--- config.mk ---
export PLATFORM = sky130hd
export DESIGN_NAME = rvc_fetch_aligner_flat
export DESIGN_NICKNAME = d
export VERILOG_FILES = /design/src/rtl/rvc_fetch_if.sv /design/src/rtl/rvc_fetch_aligner.sv /design/src/flat_wrapper.sv
export SDC_FILE = /design/constraint.sdc
export NUM_CORES = 1
export LEC_CHECK = 0
export ABC_CLOCK_PERIOD_IN_PS = 4500
export CORE_ASPECT_RATIO = 1.4
export CORE_MARGIN = 10
export CORE_UTILIZATION = 40
export CTS_BUF_LIST = sky130_fd_sc_hd__clkbuf_16
export CTS_CLUSTER_SIZE = 28
export DETAILED_ROUTE_END_ITERATION = 10
export GPL_TIMING_DRIVEN = 0
export PLACE_DENSITY_LB_ADDON = 0.12
export RECOVER_POWER = 100
export SLEW_MARGIN = 40
export SYNTH_ARGS = -nofsm -noshare
export SYNTH_HDL_FRONTEND = slang
export SYNTH_SLANG_ARGS = --single-unit
--- constraint.sdc ---
create_clock -name clk -period 4.5 [get_ports clk]
set_input_delay 0.9 -clock clk [delete_from_list [all_inputs] [get_ports clk]]
set_output_delay 0.9 -clock clk [all_outputs]
set_load 0.01 [all_outputs]
--- src/rtl/rvc_fetch_if.sv ---
// Bundle between the fetch aligner, the I-cache and the core front end.
// Handshake: an instruction transfers on a rising edge where inst_valid && inst_ready;
// a word transfers where ic_req && !ic_stall. Neither producer may retract an offer
// except on redirect or reset.
interface rvc_fetch_if;
  logic        ic_req;
  logic [29:0] ic_addr;
  logic        ic_stall;
  logic [31:0] ic_rdata;
  logic        redirect;
  logic [31:0] redirect_pc;
  logic        inst_valid;
  logic [31:0] inst;
  logic [31:0] inst_pc;
  logic        inst_c;
  logic        inst_ready;

  modport master (
    output ic_req, ic_addr, inst_valid, inst, inst_pc, inst_c,
    input  ic_stall, ic_rdata, redirect, redirect_pc, inst_ready
  );

  modport slave (
    input  ic_req, ic_addr, inst_valid, inst, inst_pc, inst_c,
    output ic_stall, ic_rdata, redirect, redirect_pc, inst_ready
  );
endinterface

--- src/rtl/rvc_fetch_aligner.sv ---
// Halfword fetch aligner: buffers I-cache words as halfwords and hands the core one
// whole RVC or RV32 instruction per handshake, including word-straddling ones.
module rvc_fetch_aligner #(
  parameter logic [31:0] RESET_PC = 32'h0000_0000
) (
  input  logic          clk,
  input  logic          rst_n,
  rvc_fetch_if.master   bus,
  output logic          dbg_running
);

  typedef enum logic {ST_RESET = 1'b0, ST_RUN = 1'b1} state_t;

  state_t      state_q, state_d;
  logic [15:0] hw_buf_q [4];
  logic [15:0] hw_buf_d [4];
  logic [15:0] shifted  [4];
  logic [2:0]  cnt_q, cnt_d;
  logic [31:0] head_pc_q, head_pc_d;
  logic [29:0] fetch_addr_q, fetch_addr_d;
  logic        skip_lo_q, skip_lo_d;

  logic        running;
  logic        compressed;
  logic        inst_valid;
  logic        ic_req;
  logic        accept;
  logic [1:0]  used;
  logic [2:0]  base;

  always_ff @(posedge clk or negedge rst_n) begin
    if (!rst_n) begin
      state_q      <= ST_RESET;
      for (int i = 0; i < 4; i++) hw_buf_q[i] <= 16'h0;
      cnt_q        <= 3'd0;
      head_pc_q    <= RESET_PC & ~32'h1;
      fetch_addr_q <= RESET_PC[31:2];
      skip_lo_q    <= RESET_PC[1];
    end else begin
      state_q      <= state_d;
      for (int i = 0; i < 4; i++) hw_buf_q[i] <= hw_buf_d[i];
      cnt_q        <= cnt_d;
      head_pc_q    <= head_pc_d;
      fetch_addr_q <= fetch_addr_d;
      skip_lo_q    <= skip_lo_d;
    end
  end

  // Run state leaves reset on the first clock after release and stays there.
  always_comb begin
    state_d = state_q;
    if (state_q == ST_RESET) state_d = ST_RUN;
  end

  always_comb begin
    running    = (state_q == ST_RUN);
    compressed = (hw_buf_q[0][1:0] != 2'b11);
    inst_valid = compressed ? (cnt_q != 3'd0) : (cnt_q >= 3'd2);
    ic_req     = running && !bus.redirect && (cnt_q <= 3'd2);
    accept     = ic_req && !bus.ic_stall;
    used       = (inst_valid && bus.inst_ready) ? (compressed ? 2'd1 : 2'd2) : 2'd0;
    base       = cnt_q - {1'b0, used};

    for (int i = 0; i < 4; i++) shifted[i] = 16'h0;
    case (used)
      2'd1: begin
        shifted[0] = hw_buf_q[1];
        shifted[1] = hw_buf_q[2];
        shifted[2] = hw_buf_q[3];
      end
      2'd2: begin
        shifted[0] = hw_buf_q[2];
        shifted[1] = hw_buf_q[3];
      end
      default: begin
        for (int i = 0; i < 4; i++) shifted[i] = hw_buf_q[i];
      end
    endcase

    for (int i = 0; i < 4; i++) hw_buf_d[i] = shifted[i];
    cnt_d        = base;
    head_pc_d    = head_pc_q + {29'b0, used, 1'b0};
    fetch_addr_d = fetch_addr_q;
    skip_lo_d    = skip_lo_q;

    // Appended halfwords land right after the survivors; cnt<=2 at accept keeps base+1<=3.
    if (accept) begin
      for (int i = 0; i < 4; i++) begin
        if (3'(i) == base)
          hw_buf_d[i] = skip_lo_q ? bus.ic_rdata[31:16] : bus.ic_rdata[15:0];
        if (!skip_lo_q && (3'(i) == base + 3'd1))
          hw_buf_d[i] = bus.ic_rdata[31:16];
      end
      cnt_d        = base + (skip_lo_q ? 3'd1 : 3'd2);
      fetch_addr_d = fetch_addr_q + 30'd1;
      skip_lo_d    = 1'b0;
    end

    if (bus.redirect) begin
      for (int i = 0; i < 4; i++) hw_buf_d[i] = hw_buf_q[i];
      cnt_d        = 3'd0;
      head_pc_d    = bus.redirect_pc & ~32'h1;
      fetch_addr_d = bus.redirect_pc[31:2];
      skip_lo_d    = bus.redirect_pc[1];
    end
  end

  assign bus.ic_req     = ic_req;
  assign bus.ic_addr    = fetch_addr_q;
  assign bus.inst_valid = inst_valid;
  assign bus.inst       = compressed ? {16'h0, hw_buf_q[0]} : {hw_buf_q[1], hw_buf_q[0]};
  assign bus.inst_pc    = head_pc_q;
  assign bus.inst_c     = compressed;
  assign dbg_running    = running;

endmodule
--- src/flat_wrapper.sv ---
// flat-port wrapper written by rule: the top's interface ports become plain ports
module rvc_fetch_aligner_flat 
#(
  parameter logic [31:0] RESET_PC = 32'h0000_0000
)
  (clk, rst_n, dbg_running, bus_ic_req, bus_ic_addr, bus_inst_valid, bus_inst, bus_inst_pc, bus_inst_c, bus_ic_stall, bus_ic_rdata, bus_redirect, bus_redirect_pc, bus_inst_ready);
  rvc_fetch_if bus_i ();
  input  logic clk;
  input  logic rst_n;
  output logic dbg_running;
  output wire logic [$bits(bus_i.ic_req)-1:0] bus_ic_req;
  output wire logic [$bits(bus_i.ic_addr)-1:0] bus_ic_addr;
  output wire logic [$bits(bus_i.inst_valid)-1:0] bus_inst_valid;
  output wire logic [$bits(bus_i.inst)-1:0] bus_inst;
  output wire logic [$bits(bus_i.inst_pc)-1:0] bus_inst_pc;
  output wire logic [$bits(bus_i.inst_c)-1:0] bus_inst_c;
  input wire logic [$bits(bus_i.ic_stall)-1:0] bus_ic_stall;
  input wire logic [$bits(bus_i.ic_rdata)-1:0] bus_ic_rdata;
  input wire logic [$bits(bus_i.redirect)-1:0] bus_redirect;
  input wire logic [$bits(bus_i.redirect_pc)-1:0] bus_redirect_pc;
  input wire logic [$bits(bus_i.inst_ready)-1:0] bus_inst_ready;
  assign bus_ic_req = bus_i.ic_req;
  assign bus_ic_addr = bus_i.ic_addr;
  assign bus_inst_valid = bus_i.inst_valid;
  assign bus_inst = bus_i.inst;
  assign bus_inst_pc = bus_i.inst_pc;
  assign bus_inst_c = bus_i.inst_c;
  assign bus_i.ic_stall = bus_ic_stall;
  assign bus_i.ic_rdata = bus_ic_rdata;
  assign bus_i.redirect = bus_redirect;
  assign bus_i.redirect_pc = bus_redirect_pc;
  assign bus_i.inst_ready = bus_inst_ready;
  rvc_fetch_aligner #(.RESET_PC(RESET_PC)) u_core (.clk(clk), .rst_n(rst_n), .bus(bus_i), .dbg_running(dbg_running));
endmodule
==> results.md, run 1 <==
* Clk buf depth at 2
* Worst slew pin tran at 1570 ps
* Synthesized Nets at 1078
* Reg area at 3250 sq um
* Fill cells at 2108
* IO Port Bufs at 164
* Worst Path Required at 3600 ps
* Leakage dissipation at 0.00487 uW
* Syn Area/Cell at 8.89 sq um
* WHS at 487 ps
* Clk_lat worst skew at 440 ps
* Layout Cells excl Fill at 1501
* CTS HTree Levels at 4
* Power Dens Cells at 587 nW/um^2
* Vias in the first global route at 9465
* Maxcap violations at 2
* Hold crit path type: reg -> reg
* Routed Antenna Nets at 0
* Wire per inst at 25.3 microns
* Remaining DRCs at 0
* Slew margin rel. at -4.52%
* Max FO, Critical Path at 10
* Worst stage delay on the critical path at 660 ps
* Area contributors post-synth: dfrtp_1 37%, mux2_2 8.2%, nand2_1 4.1%
* Top_reg_cell synth: dfrtp_1
* Critical path type: in -> out
* Syn. warnings at 0
* Number of synthesized flops with an enable pin at 0
* Slew Viols, Final at 86
* Fraction of layout cells with a size suffix above 1 at 13.5%
* Pin count of the biggest net entering global routing at 57
* Post-synth top area cell: dfrtp_1
* Starting density of the core at 40.7%
* Post-synthesis register bit count at 130
* Total grt overflow at 0
* Min Tclk post-route at 4270 ps
* Crit path cell chain: dlygate4sd3_1 -> clkbuf_1 -> buf_2 -> clkbuf_2 -> nor3_1 -> clkdlybuf4s50_1
* Asr flop ratio synth at 100%
* Hold Fails Final Rpt at 0
* CTS root buf: clkbuf_16
* GR Util All Layers at 26.1%
* Commonest cells after routing, fill and taps aside: 130 x dfrtp_1, 97 x dlygate4sd3_1, 96 x nand2_1
* Global-route wire length before repair at 58100 microns
* Core Rows at 64
* Hpwl dp at 27800 microns
* Final setup vio count at 0
* Post-DP Area at 11000 sq um
* Peak supply drop at 393 uV
* Antenna cells at 0
* Finished layout cell area at 11600 sq um
* Die W at 146 microns
* Critical Path Source Type: input pin
* TritonCTS clock tree: yes
* Layout Nets at 1269
* Fmax at 0.234 GHz
* Commonest non-fill, non-tap cell in the layout: dfrtp_1
* Worst-path clk slew at 60 ps
* Status: finished with violations
* Initial antenna violation count at 0
* Multi-input gate area at 5140 sq um
* Area Growth Syn to Fin at 30.7%
* Hold_buf cts at 0
* Failing checks: capacitance limit, slew limit
* WL final at 37900 microns
* First-pass DRT Iterations at 7
* Period utilization at 94.9%
* Io pins at 167
* Number of DRC markers after the initial detailed-route iteration at 820
* Unrepaired setup endpoints after global routing: false
* Critical-path top delay cell: dlygate4sd3_1
* DR vias at 9050
* Yosys top cell area share at 36.6%
* DIE HEIGHT at 196 microns
* Final Wtd Congestion at 0.968
* Post-Synthesis Cells at 1000
* Worst setup EP type: output pin
* Post-synth cell types at 68
* DR vias/cell at 6.03
* CTS buffer count at 17
* Mapped cell area at 8890 sq um
* Arr. time, crit path at 3370 ps
* Setup Skew at 13.1 ps
* Seq/Total Area, Yosys at 36.6%
* Core Box Area at 21900 sq um
* CTS Sinks at 130
* Die area at 28700 sq um
* Placed insts at 1463
* FF-to-FF setup slack at 300 ps
cell families after synthesis:
kind of cell,Yosys count,share of synthesized area [%]
xor gates and xnor gates,44,4.34
adders and majority gates,9,1.52
and+or+nand+nor,330,19.2
muxes,80,9.93
DFF,130,36.6
buffers and inverters,112,5.83
AOI/OAI and AO/OA,293,22.5
other,2,0.0845
critical path, delay by kind of cell:
kind	cells	cell delay, ps
and+or+nand+nor	1	110
buffers and inverters	5	2350
routing by layer:
| layer | GRT usage, % | vias to the layer above | routed length (microns) |
|---|---|---|---|
| met2 | 45.4 | 444 | 19000 |
| met1 | 28.4 | 4381 | 14000 |
| met4 | 14.3 | 0 | 1940 |
| met5 | 0 | - | 0 |
| li1 | - | 4096 | - |
| met3 | 6.83 | 129 | 3000 |
synth_stat cells (3+ instances only):
| master | n |
|---|---|
| and3_1 | 37 |
| mux2_2 | 65 |
| nand2_1 | 96 |
| a22oi_1 | 36 |
| o21a_1 | 4 |
| a21boi_0 | 7 |
| buf_2 | 12 |
| o21ai_0 | 69 |
| mux2i_1 | 15 |
| a21oi_1 | 44 |
| a22o_1 | 3 |
| buf_1 | 3 |
| clkbuf_1 | 55 |
| o31ai_1 | 7 |
| o211ai_1 | 22 |
| or3_1 | 6 |
| nor2_1 | 57 |
| nand4b_1 | 3 |
| a211o_1 | 3 |
| inv_1 | 21 |
| or4_1 | 3 |
| dfrtp_1 | 130 |
| ha_1 | 6 |
| o22ai_1 | 9 |
| fa_1 | 3 |
| buf_4 | 18 |
| nor4_1 | 11 |
| nand4_1 | 19 |
| o32ai_1 | 3 |
| a221o_1 | 17 |
| a31oi_1 | 11 |
| nor3_1 | 21 |
| xnor2_1 | 33 |
| a211oi_1 | 4 |
| nand3_1 | 36 |
| and4_1 | 5 |
| o221ai_1 | 13 |
| nand2b_1 | 4 |
| xor2_1 | 11 |
| and2_1 | 18 |
| a21o_1 | 23 |
| o31a_1 | 4 |
report_power, final:
part / internal [uW] / switching, uW / total, uW / leakage [uW]
Combinational: 1370 / 2130 / 3490 / 0.00296
Sequential: 1490 / 328 / 1810 / 0.00161
Clock: 890 / 628 / 1520 / 0.000296
Total: 3740 / 3080 / 6820 / 0.00487
metrics by stage:
stage	setup slack (ps)	TNS [ps]	util, %	power [uW]
6_report	229	0	53.1	6820
3_5_place_dp	-1690	-73150	50.2	5190
5_1_grt	58.5	0	53.1	7160
2_1_floorplan	346	0	-	3820
3_3_place_gp	-3360	-513630	49.9	5140
4_1_cts	17.7	0	53.5	6800
cell type report:
type,instances,share of cell area [%]
timing repair buffer,173,14.6
clock buffer,17,3.66
buffer,89,3.88
sequential,130,28.0
tap,297,3.20
multi-input combinational,758,44.2
inverter,22,0.711
clock inverter,15,1.69
state kept, by name (all words and copies together) (netlist names):
register            flops
u_core.bus.ic_addr     30
u_core.dbg_running      1
u_core.skip_lo_q        1
u_core.hw_buf_q        64
u_core.cnt_q            3
u_core.bus.inst_pc     31
final timing paths:
kind / to / depth (start not counted) / start
max: bus_ic_req / 6 / bus_redirect
min: u_core.hw_buf_q[54] / 1 / u_core.hw_buf_q[54]
max reg2reg: u_core.hw_buf_q[62] / 12 / u_core.hw_buf_q[49]
min reg2reg: u_core.hw_buf_q[54] / 1 / u_core.hw_buf_q[54]
max in group asynchronous: u_core.bus.inst_pc[11] / 3 / rst_n
min in group asynchronous: u_core.hw_buf_q[53] / 1 / rst_n
timing repair:
action                     in CTS  in global routing
pin swaps                       3                  2
setup buffers                   7                  0
gates resized for setup        14                  8
setup endpoints to repair      65                 59
Power figures use the tool's default switching activity.
==> inputs of run 2 (changes only) <==
--- a/config.mk
+++ b/config.mk
@@ -7,7 +7,7 @@
 export LEC_CHECK = 0
 export ABC_CLOCK_PERIOD_IN_PS = 4500
 export CORE_ASPECT_RATIO = 1.4
-export CORE_MARGIN = 10
+export CORE_MARGIN = 2
 export CORE_UTILIZATION = 40
 export CTS_BUF_LIST = sky130_fd_sc_hd__clkbuf_16
 export CTS_CLUSTER_SIZE = 28
==> run 2 against run 1 <==
  * The flow still finishes with violations (capacitance limit, slew limit)
  * Clock power shrank 7%
  * Combinational power barely moved
  * Critical path depth is 9 higher
  * Cell area fell by 0.19%
  * Sequential cell count is the same
  * Via count grew 1.5%
  * Worst setup slack worse by 160 ps
  * Critical endpoint is now u_core.hw_buf_q[46]
==> results.md, run 2 (synthesized netlist as in run 1, its figures left out) <==
* FF-to-FF setup slack at 180 ps (was 300 ps)
* CTS root buf: clkbuf_16 (unchanged)
* Core Box Area at 21900 sq um (unchanged)
* Worst stage delay on the critical path at 580 ps (was 660 ps)
* Unrepaired setup endpoints after global routing: false (unchanged)
* Max FO, Critical Path at 8 (was 10)
* Hold path cells at 1 (unchanged)
* Die area at 23400 sq um (was 28700 sq um)
* Min Tclk post-route at 4430 ps (was 4270 ps)
* Final Wtd Congestion at 0.976 (was 0.968)
* Fraction of layout cells with a size suffix above 1 at 13.5% (about the same)
* Layout Nets at 1268 (was 1269)
* Hold Fails Final Rpt at 0 (unchanged)
* DR vias at 9190 (was 9050)
* Status: finished with violations (unchanged)
* Worst hold endpoint: u_core.hw_buf_q[63] (was u_core.hw_buf_q[54])
* Crit path cell chain: clkdlybuf4s50_1 -> o31ai_1 -> a21oi_2 -> ha_1 -> inv_1 -> fa_1 -> xnor2_4 -> inv_2 -> ha_1 -> nor4bb_1 -> clkbuf_4 -> nor4b_4 -> a21oi_1 -> nor2_4 -> a221o_1 (was dlygate4sd3_1 -> clkbuf_1 -> buf_2 -> clkbuf_2 -> nor3_1 -> clkdlybuf4s50_1)
* Overall Power at 6720 uW (was 6820 uW)
* Clk_lat worst skew at 440 ps (about the same)
* IO Port Bufs at 164 (unchanged)
* Arr. time, crit path at 4750 ps (was 3370 ps)
* TritonCTS clock tree: yes (unchanged)
* GR Util All Layers at 31.3% (was 26.1%)
* Critical path type: in -> reg (was in -> out)
* Number of DRC markers after the initial detailed-route iteration at 800 (was 820)
* DIE HEIGHT at 180 microns (was 196 microns)
* R2r worst-path depth at 12 (unchanged)
* Finished layout cell area at 11600 sq um (about the same)
* Slew margin rel. at -4.15% (was -4.52%)
* Period utilization at 98.5% (was 94.9%)
* Critical R2R Capture: u_core.hw_buf_q[46] (was u_core.hw_buf_q[62])
* Worst-path clk slew at 60 ps (about the same)
* Worst setup margin at 66.9 ps (was 229 ps)
* Critical Path Source Type: input pin (unchanged)
* Worst Path Required at 4820 ps (was 3600 ps)
* Io pins at 167 (unchanged)
* Buffers plus inverters on the worst setup path at 4 (was 5)
* DP Worst Slack at -1730 ps (was -1690 ps)
* Leakage dissipation at 0.00484 uW (was 0.00487 uW)
* Setup tns final at 0 ps (unchanged)
* Die W at 130 microns (was 146 microns)
* CTS HTree Levels at 4 (unchanged)
* DR vias/cell at 6.13 (was 6.03)
* Top cell family by delay on the critical path: buffers and inverters (unchanged)
* Vias in the first global route at 9191 (was 9465)
* WHS at 491 ps (was 487 ps)
* Reg area at 3250 sq um (unchanged)
* Wire per inst at 24.1 microns (was 25.3 microns)
* Worst setup EP type: flip-flop (was output pin)
* Critical-path top delay cell: clkdlybuf4s50_1 (was dlygate4sd3_1)
* Multi-input gate area at 5160 sq um (was 5140 sq um)
* Total grt overflow at 0 (unchanged)
* Maxcap violations at 2 (unchanged)
* WL final at 36200 microns (was 37900 microns)
* Top reg by flops: u_core.hw_buf_q (unchanged)
* Fmax at 0.226 GHz (was 0.234 GHz)
* Pin count of the biggest net entering global routing at 57 (unchanged)
* Setup Skew at 15.3 ps (was 13.1 ps)
* Hpwl dp at 26200 microns (was 27800 microns)
* Core Rows at 64 (unchanged)
* Area Growth Syn to Fin at 30.5% (was 30.7%)
* Commonest non-fill, non-tap cell in the layout: dfrtp_1 (unchanged)
* Power Dens Cells at 580 nW/um^2 (was 587 nW/um^2)
* Final setup vio count at 0 (unchanged)
* Post-DP Area at 11000 sq um (about the same)
* Peak supply drop at 329 uV (was 393 uV)
* Fill cells at 2071 (was 2108)
* Antenna cells at 0 (unchanged)
* Slew Viols, Final at 112 (was 86)
* Starting density of the core at 40.7% (unchanged)
* Failing checks: capacitance limit, slew limit (unchanged)
* Remaining DRCs at 0 (unchanged)
* CTS Sinks at 130 (unchanged)
* Routed Antenna Nets at 0 (unchanged)
* Hold crit path type: reg -> reg (unchanged)
* Max reg flops at 64 (unchanged)
* Hold Startpoint: u_core.hw_buf_q[63] (was u_core.hw_buf_q[54])
* Commonest cells after routing, fill and taps aside: 130 x dfrtp_1, 98 x dlygate4sd3_1, 96 x nand2_1 (was 130 x dfrtp_1, 97 x dlygate4sd3_1, 96 x nand2_1)
* Global-route wire length before repair at 55000 microns (was 58100 microns)
* First-pass DRT Iterations at 8 (was 7)
* Initial antenna violation count at 0 (unchanged)
* Worst slew pin tran at 1560 ps (was 1570 ps)
* Reg-to-Reg Start: u_core.hw_buf_q[49] (unchanged)
* Clk buf depth at 2 (unchanged)
* CTS buffer count at 17 (unchanged)
* CP dominant cell by count: ha_1
run 2: cell types whose count changed in the layout (fill, tap and decap cells not counted), moves of 2 or more:
| cell | delta |
|---|---|
| clkinv_4 | +6 |
| inv_6 | -4 |
| buf_4 | -2 |
| clkbuf_2 | +2 |
| inv_8 | -2 |
run 2: worst max path at each step:
stage                                         to           start  depth (start not counted)  slack, ps
final                        u_core.hw_buf_q[46]  bus_inst_ready                         15         70
after global routing         u_core.hw_buf_q[34]  bus_inst_ready                         17         20
after CTS                             bus_ic_req    bus_redirect                          6          7
after detailed placement     u_core.hw_buf_q[46]  bus_inst_ready                         15      -1730
after global placement    u_core.bus.inst_pc[14]           rst_n                          1      -3210
after floorplan              u_core.hw_buf_q[46]  bus_inst_ready                         14        350
run 2: timing repair:
action	in CTS	in global routing
setup endpoints to repair	65	56
pin swaps	3	1
buffers inserted	6	0
hold buffers	0	0
resized for setup	13	8
run 2: cell type report:
cell class | count | share of cell area, %
multi-input cells | 758 | 44.5
flip-flops and latches | 130 | 28.1
repair buffers | 172 | 14.6
plain buffers | 89 | 3.90
clock buffers | 17 | 3.67
well taps | 297 | 3.20
clock inverters | 14 | 1.37
inverters | 22 | 0.712
run 2: metal layers:
| layer | GRT usage (%) | vias up | routed length (microns) |
|---|---|---|---|
| met4 | 17.9 | 0 | 2230 |
| met5 | 0 | - | 0 |
| met1 | 35.7 | 4458 | 13100 |
| met3 | 7.24 | 140 | 2840 |
| li1 | - | 4094 | - |
| met2 | 52.8 | 498 | 18000 |
run 2: power by group:
| group | switching (uW) | leakage, uW | internal [uW] |
|---|---|---|---|
| Combinational | 2130 | 0.00295 | 1370 |
| Clock | 596 | 0.000280 | 819 |
| Sequential | 320 | 0.00161 | 1490 |
run 2: stage by stage:
| stage | util (%) | instances |
|---|---|---|
| final | 53.0 | 1499 |
| after global routing | 53.0 | 1499 |
| after CTS | 53.3 | 1500 |
| after detailed placement | 50.2 | 1463 |
| after global placement | 49.9 | 1461 |
| after floorplan | - | 1000 |
